`config.mk`:
```
export PLATFORM = sky130hd
export DESIGN_NAME = bp_fe_icache_rolly_shim
export DESIGN_NICKNAME = d
export VERILOG_FILES = /design/src/rtl/bp_fe_icache_rolly_shim.sv
export SDC_FILE = /design/constraint.sdc
export NUM_CORES = 1
export LEC_CHECK = 0
export ABC_AREA = 1
export CAP_MARGIN = 10
export CORE_MARGIN = 2
export CORE_UTILIZATION = 35
export CTS_CLUSTER_DIAMETER = 200
export DETAILED_ROUTE_END_ITERATION = 8
export GPL_ROUTABILITY_DRIVEN = 0
export PLACE_DENSITY = 0.66
export SLEW_MARGIN = 0
export SYNTH_ARGS = -nofsm -noshare
export SYNTH_HDL_FRONTEND = slang
export SYNTH_SLANG_ARGS = --single-unit
export TNS_END_PERCENT = 5
```
`constraint.sdc`:
```
create_clock -name clk_i -period 5.2 [get_ports clk_i]
set_input_delay 0.78 -clock clk_i [delete_from_list [all_inputs] [get_ports clk_i]]
set_output_delay 0.78 -clock clk_i [all_outputs]
set_load 0.02 [all_outputs]
```
`src/rtl/bp_fe_icache_rolly_shim.sv`:
```
// Rolly-FIFO request driver feeding the bp_fe_icache TL/TV pipeline with in-order commit and replay on miss.
// Optional statistics counters are built when BP_FE_ICACHE_SHIM_STATS_EN is defined.
module bp_fe_icache_rolly_shim #(
   parameter int unsigned vaddr_width_p = 39,
   parameter int unsigned ptag_width_p  = 28,
   parameter int unsigned instr_width_p = 32,
   parameter int unsigned els_p         = 8
) (
   input  logic                     clk_i,
   input  logic                     reset_i,

   input  logic [vaddr_width_p-1:0] req_vaddr_i,
   input  logic [ptag_width_p-1:0]  req_ptag_i,
   input  logic                     req_uncached_i,
   input  logic                     req_v_i,
   output logic                     req_ready_o,

   output logic [vaddr_width_p-1:0] cache_vaddr_o,
   output logic                     cache_v_o,
   input  logic                     cache_yumi_i,
   output logic [ptag_width_p-1:0]  cache_ptag_o,
   output logic                     cache_ptag_v_o,
   output logic                     cache_ptag_uncached_o,
   output logic                     cache_poison_o,

   input  logic [vaddr_width_p-1:0] cache_vaddr_i,
   input  logic [instr_width_p-1:0] cache_data_i,
   input  logic                     cache_data_v_i,
   input  logic                     cache_miss_not_data_i,
   output logic                     cache_data_yumi_o,

   output logic [vaddr_width_p-1:0] resp_vaddr_o,
   output logic [instr_width_p-1:0] resp_data_o,
   output logic                     resp_v_o,
   input  logic                     resp_ready_i,

   output logic                     error_o,
   output logic [31:0]              stat_hit_o,
   output logic [31:0]              stat_replay_o
);

   localparam int unsigned LG = $clog2(els_p);
   localparam int unsigned AW = LG + 1;

   typedef enum logic {S_RUN, S_ROLLBACK} state_e;

   state_e r_state, w_state_nxt;

   logic [AW-1:0]            r_wptr, r_rptr, r_cptr;
   logic [vaddr_width_p-1:0] r_vaddr_mem [els_p];
   logic [ptag_width_p-1:0]  r_ptag_mem  [els_p];
   logic [els_p-1:0]         r_unc_mem;

   logic [ptag_width_p-1:0]  r_ptag;
   logic                     r_ptag_unc;
   logic                     r_ptag_v;
   logic                     r_error;

   logic [AW-1:0]            w_count;
   logic                     w_full;
   logic                     w_push;
   logic                     w_miss;
   logic                     w_hit;
   logic                     w_issue;
   logic                     w_commit;
   logic                     w_has_pending;
   logic [LG-1:0]            w_widx, w_ridx, w_cidx;

   assign w_widx        = r_wptr[LG-1:0];
   assign w_ridx        = r_rptr[LG-1:0];
   assign w_cidx        = r_cptr[LG-1:0];
   assign w_count       = r_wptr - r_cptr;
   assign w_full        = (w_count == AW'(els_p));
   assign w_push        = req_v_i & ~w_full;
   assign w_miss        = cache_data_v_i & cache_miss_not_data_i;
   assign w_hit         = cache_data_v_i & ~cache_miss_not_data_i;
   assign w_has_pending = (r_cptr != r_wptr);
   assign w_issue       = cache_v_o & cache_yumi_i;
   assign w_commit      = w_hit & resp_ready_i & w_has_pending;

   // Next-state and all handshake outputs; a miss suppresses issue so yumi can never coincide with it.
   always_comb begin
      w_state_nxt       = r_state;
      cache_v_o         = 1'b0;
      cache_vaddr_o     = '0;
      cache_poison_o    = 1'b0;
      cache_data_yumi_o = 1'b0;
      resp_v_o          = 1'b0;
      resp_vaddr_o      = '0;
      resp_data_o       = '0;

      case (r_state)
         S_RUN: begin
            cache_v_o = (r_rptr != r_wptr) & ~w_miss;
            if (w_miss) begin
               w_state_nxt = S_ROLLBACK;
            end
         end
         S_ROLLBACK: begin
            w_state_nxt = S_RUN;
         end
         default: w_state_nxt = S_RUN;
      endcase

      if (cache_v_o) begin
         cache_vaddr_o = r_vaddr_mem[w_ridx];
      end

      if (w_miss) begin
         cache_poison_o    = 1'b1;
         cache_data_yumi_o = 1'b1;
      end else if (w_hit) begin
         resp_v_o          = 1'b1;
         resp_vaddr_o      = r_vaddr_mem[w_cidx];
         resp_data_o       = cache_data_i;
         cache_data_yumi_o = resp_ready_i;
      end
   end

   always_ff @(posedge clk_i) begin
      if (reset_i) begin
         r_state <= S_RUN;
      end else begin
         r_state <= w_state_nxt;
      end
   end

   // Rollback rewinds the issue pointer to the oldest uncommitted entry so it replays in order.
   always_ff @(posedge clk_i) begin
      if (reset_i) begin
         r_wptr <= '0;
         r_rptr <= '0;
         r_cptr <= '0;
      end else begin
         if (w_push) begin
            r_wptr <= r_wptr + AW'(1);
         end
         if (w_miss) begin
            r_rptr <= r_cptr;
         end else if (w_issue) begin
            r_rptr <= r_rptr + AW'(1);
         end
         if (w_commit) begin
            r_cptr <= r_cptr + AW'(1);
         end
      end
   end

   always_ff @(posedge clk_i) begin
      if (w_push) begin
         r_vaddr_mem[w_widx] <= req_vaddr_i;
         r_ptag_mem[w_widx]  <= req_ptag_i;
         r_unc_mem[w_widx]   <= req_uncached_i;
      end
   end

   always_ff @(posedge clk_i) begin
      if (reset_i) begin
         r_ptag     <= '0;
         r_ptag_unc <= 1'b0;
         r_ptag_v   <= 1'b0;
      end else begin
         r_ptag_v <= w_issue & ~w_miss;
         if (w_issue) begin
            r_ptag     <= r_ptag_mem[w_ridx];
            r_ptag_unc <= r_unc_mem[w_ridx];
         end
      end
   end

   assign cache_ptag_v_o        = r_ptag_v;
   assign cache_ptag_o          = r_ptag_v ? r_ptag : '0;
   assign cache_ptag_uncached_o = r_ptag_v & r_ptag_unc;

   always_ff @(posedge clk_i) begin
      if (reset_i) begin
         r_error <= 1'b0;
      end else if (w_hit && w_has_pending && (cache_vaddr_i != r_vaddr_mem[w_cidx])) begin
         r_error <= 1'b1;
      end
   end

   assign req_ready_o = ~w_full;
   assign error_o     = r_error;

`ifdef BP_FE_ICACHE_SHIM_STATS_EN
   logic [31:0] r_stat_hit;
   logic [31:0] r_stat_replay;

   always_ff @(posedge clk_i) begin
      if (reset_i) begin
         r_stat_hit    <= '0;
         r_stat_replay <= '0;
      end else begin
         if (w_commit && (r_stat_hit != '1)) begin
            r_stat_hit <= r_stat_hit + 32'd1;
         end
         if (w_miss && (r_stat_replay != '1)) begin
            r_stat_replay <= r_stat_replay + 32'd1;
         end
      end
   end

   assign stat_hit_o    = r_stat_hit;
   assign stat_replay_o = r_stat_replay;
`else
   assign stat_hit_o    = '0;
   assign stat_replay_o = '0;
`endif

endmodule
```
==> results.yml <==
outcome:
  status: "finished clean"
critical_path:
  critPathBufInv: 3
  crit_type: "reg -> out"
  worstSetupEndpointType: "primary output"
  start_kind: "register"
  critPathSlowestCell: "inv_4"
  cpPeakStageDelay_ps: 900
  critPathTopFamily: "buffers and inverters"
  path_max_fanout: 103
  path_cells: "inv_4, buf_12, nand2_1, a221oi_1, a31oi_1, nor2_1, clkdlybuf4s50_1"
  required_ps: 4420
  arrival_ps: 3800
  reg2reg_from: "r_cptr[1]$_SDFFE_PP0P_"
yosys:
  ys.flop_type: "edfxtp_1"
  syn_area_per_cell_sq_um: 9.515
  ys_types: 33
  syn_area_sq_um: 28090
  ys_seq_area_share_pct: 61.72
  yosysTopAreaCell: "edfxtp_1"
  ys_async_sr_fraction_pct: 0
  synth_top_area_share_pct: 58.16
  synth.most_common_cell: "nand2_1"
  synth_commonest_cells: "nand2_1, edfxtp_1, inv_1"
  ys_ff_latch: 594
  synth-edff-count: 544
  yosys_warnings: 0
  netlist_instances: 2952
  synth.area.top_cells: "edfxtp_1, nand2_1, o21ai_0"
grt:
  track_usage_pct: 19.31
  grt_pass1_vias: 20567
  antenna_found_initial: 9
  grt_max_degree: 104
  grt_pass1_wl_um: 121900
  grt.overflow.total: 0
pwr:
  irDropWorstVdd_mv: 0.3569
  power.density_nw_per_um2: 364.8
  leakage_nw: 13.16
clock_network:
  post_cts_resized: 0
  clk_pin_slew_ps: 70
  clkSinkCount: 594
  cts-root-buf: "clkbuf_16"
  htree_levels: 2
  cts_buffers: 61
  hold_buffers: 0
  postCtsSetupRepairBufs: 0
  tritoncts: "done"
  clockBufferDepth: 3
  clk_latency_ps: 660
floorplan:
  core_area_sq_um: 79260
  io_pins: 356
  placementRows: 103
  start_util_pct: 35.44
  die_area_sq_um: 82530
  die_width_um: 287.3
  fp.dieH_um: 287.3
timing:
  maxSlewHeadroom_pct: 18.91
  setup_tns_ps: 0
  finalHoldViolations: 0
  max_freq_ghz: 0.2185
  final_period_minus_worst_setup_slack_ps: 4576
  whs_ps: 433.2
  rsz0062_at_grt: "no"
  worst_pin_slew_ps: 1216
  finClkSkew_ps: 46.53
  drv_slew: 0
  final-setup-viol-count: 0
  finalCritPeriodShare_pct: 88.00
route:
  wirelength_um: 82420
  drc: 0
  drt_iter0_drc: 2048
  routedWlPerCell_um: 19.32
  ant_nets: 0
  firstDrtPassIters: 5
  vias: 21887
  viasPerCell: 5.132
hold_path:
  hp-start: "r_state$_SDFF_PP0_"
  hold_class: "reg -> reg"
finish:
  nets: 3312
  area_delta_synth_final_pct: 20.95
  finalNonFillerCells: 4265
  layout-drive-gt1-share_pct: 5.229
  final_core_utilization_pct: 42.87
placed_design:
  placed_cells: 4147
  dp_hpwl_um: 48050
  io_buffers: 291
run:
  max_cap_viol_count: 0
## worst register-to-register path, cell delays in order, from the launching register on
cell	delay, ps
dfxtp_1	400
inv_1	90
ha_1	290
a21oi_1	220
nor2_1	60
nor2_1	120
a21oi_1	80
o211ai_1	230
nand2_1	220
inv_1	140
nand2_1	260
nor2_4	800
buf_12	390
## per-stage QoR
step	instance area, sq um	worst slack [ps]	total power, mW
2_1_floorplan	28320	54.83	6.986
3_3_place_gp	31810	1309	7.810
3_5_place_dp	31810	1234	7.840
6_report	33970	624.2	12.39
4_1_cts	33970	635.7	12.46
5_1_grt	33970	472.1	12.88
## registers in the layout, summed over array words and instances, names as in the netlist, named ones only
signal          flops
r_state             1
r_unc_mem           8
r_vaddr_mem       312
cache_ptag_v_o      1
r_cptr              4
r_ptag_mem        224
r_wptr              4
r_ptag             28
r_rptr              4
error_o             1
r_ptag_unc          1
## per-layer routing
metal	up-vias	track usage, %	wire [um]	share of wire [%]
met2	1004	32.29	39140	47
met3	137	3.722	8001	9.7
met5	-	0	107	0.13
li1	10330	-	-	-
met1	10402	25.54	33490	41
met4	14	5.417	1679	2.0
## path summary, 6_finish.rpt
check	endpoint	cells after the start	slack (ps)
setup / recovery	cache_vaddr_o[35]	7	620
hold / removal	r_state$_SDFF_PP0_	1	430
setup reg to reg	r_vaddr_mem[2][28]$_DFFE_PP_	12	1530
hold reg to reg	r_state$_SDFF_PP0_	1	430
## cell usage in the layout, fill, tap and decap left out, drive strengths merged, types with 27 or more instances in the layout
master           n
inv            350
a21oi          153
dfxtp           50
clkbuf          74
o211ai          41
a31oi           56
buf             43
nand3          190
clkdlybuf4s50  291
a221oi          27
clkinv          30
edfxtp         544
conb            64
nand2          562
nor2           330
o22ai           58
o21ai          296
## area by class of cell
class | count | area (sq um)
Clock inverter | 42 | 530.5
Antenna cell | 2 | 5.005
Tap cell | 1050 | 1314
Inverter | 351 | 1324
Clock buffer | 74 | 1625
Fill cell | 7498 | 45280
Sequential cell | 594 | 17360
Timing Repair Buffer | 334 | 3373
Multi-Input combinational cell | 1818 | 8442
## logic make-up (layout without fill, tap and decap cells)
kind of cell | after synthesis | count (layout) | synth area share [%]
simple gates | 1103 | 1103 | 15.83
compound gates | 637 | 637 | 12.64
buf+inv | 603 | 801 | 9.279
flops | 594 | 594 | 61.72
xor+xnor | 8 | 8 | 0.2495
fa+ha+maj | 6 | 6 | 0.2673
other cells | 1 | 66 | 0.01335
## where the power goes
group / switching, mW / total (mW) / internal (mW)
sequential: 0.147 / 5.60 / 5.46
combinational: 1.41 / 2.15 / 0.739
clock: 1.87 / 4.64 / 2.77
total: 3.43 / 12.4 / 8.97
Note: power is estimated with default switching activity, not from simulation.
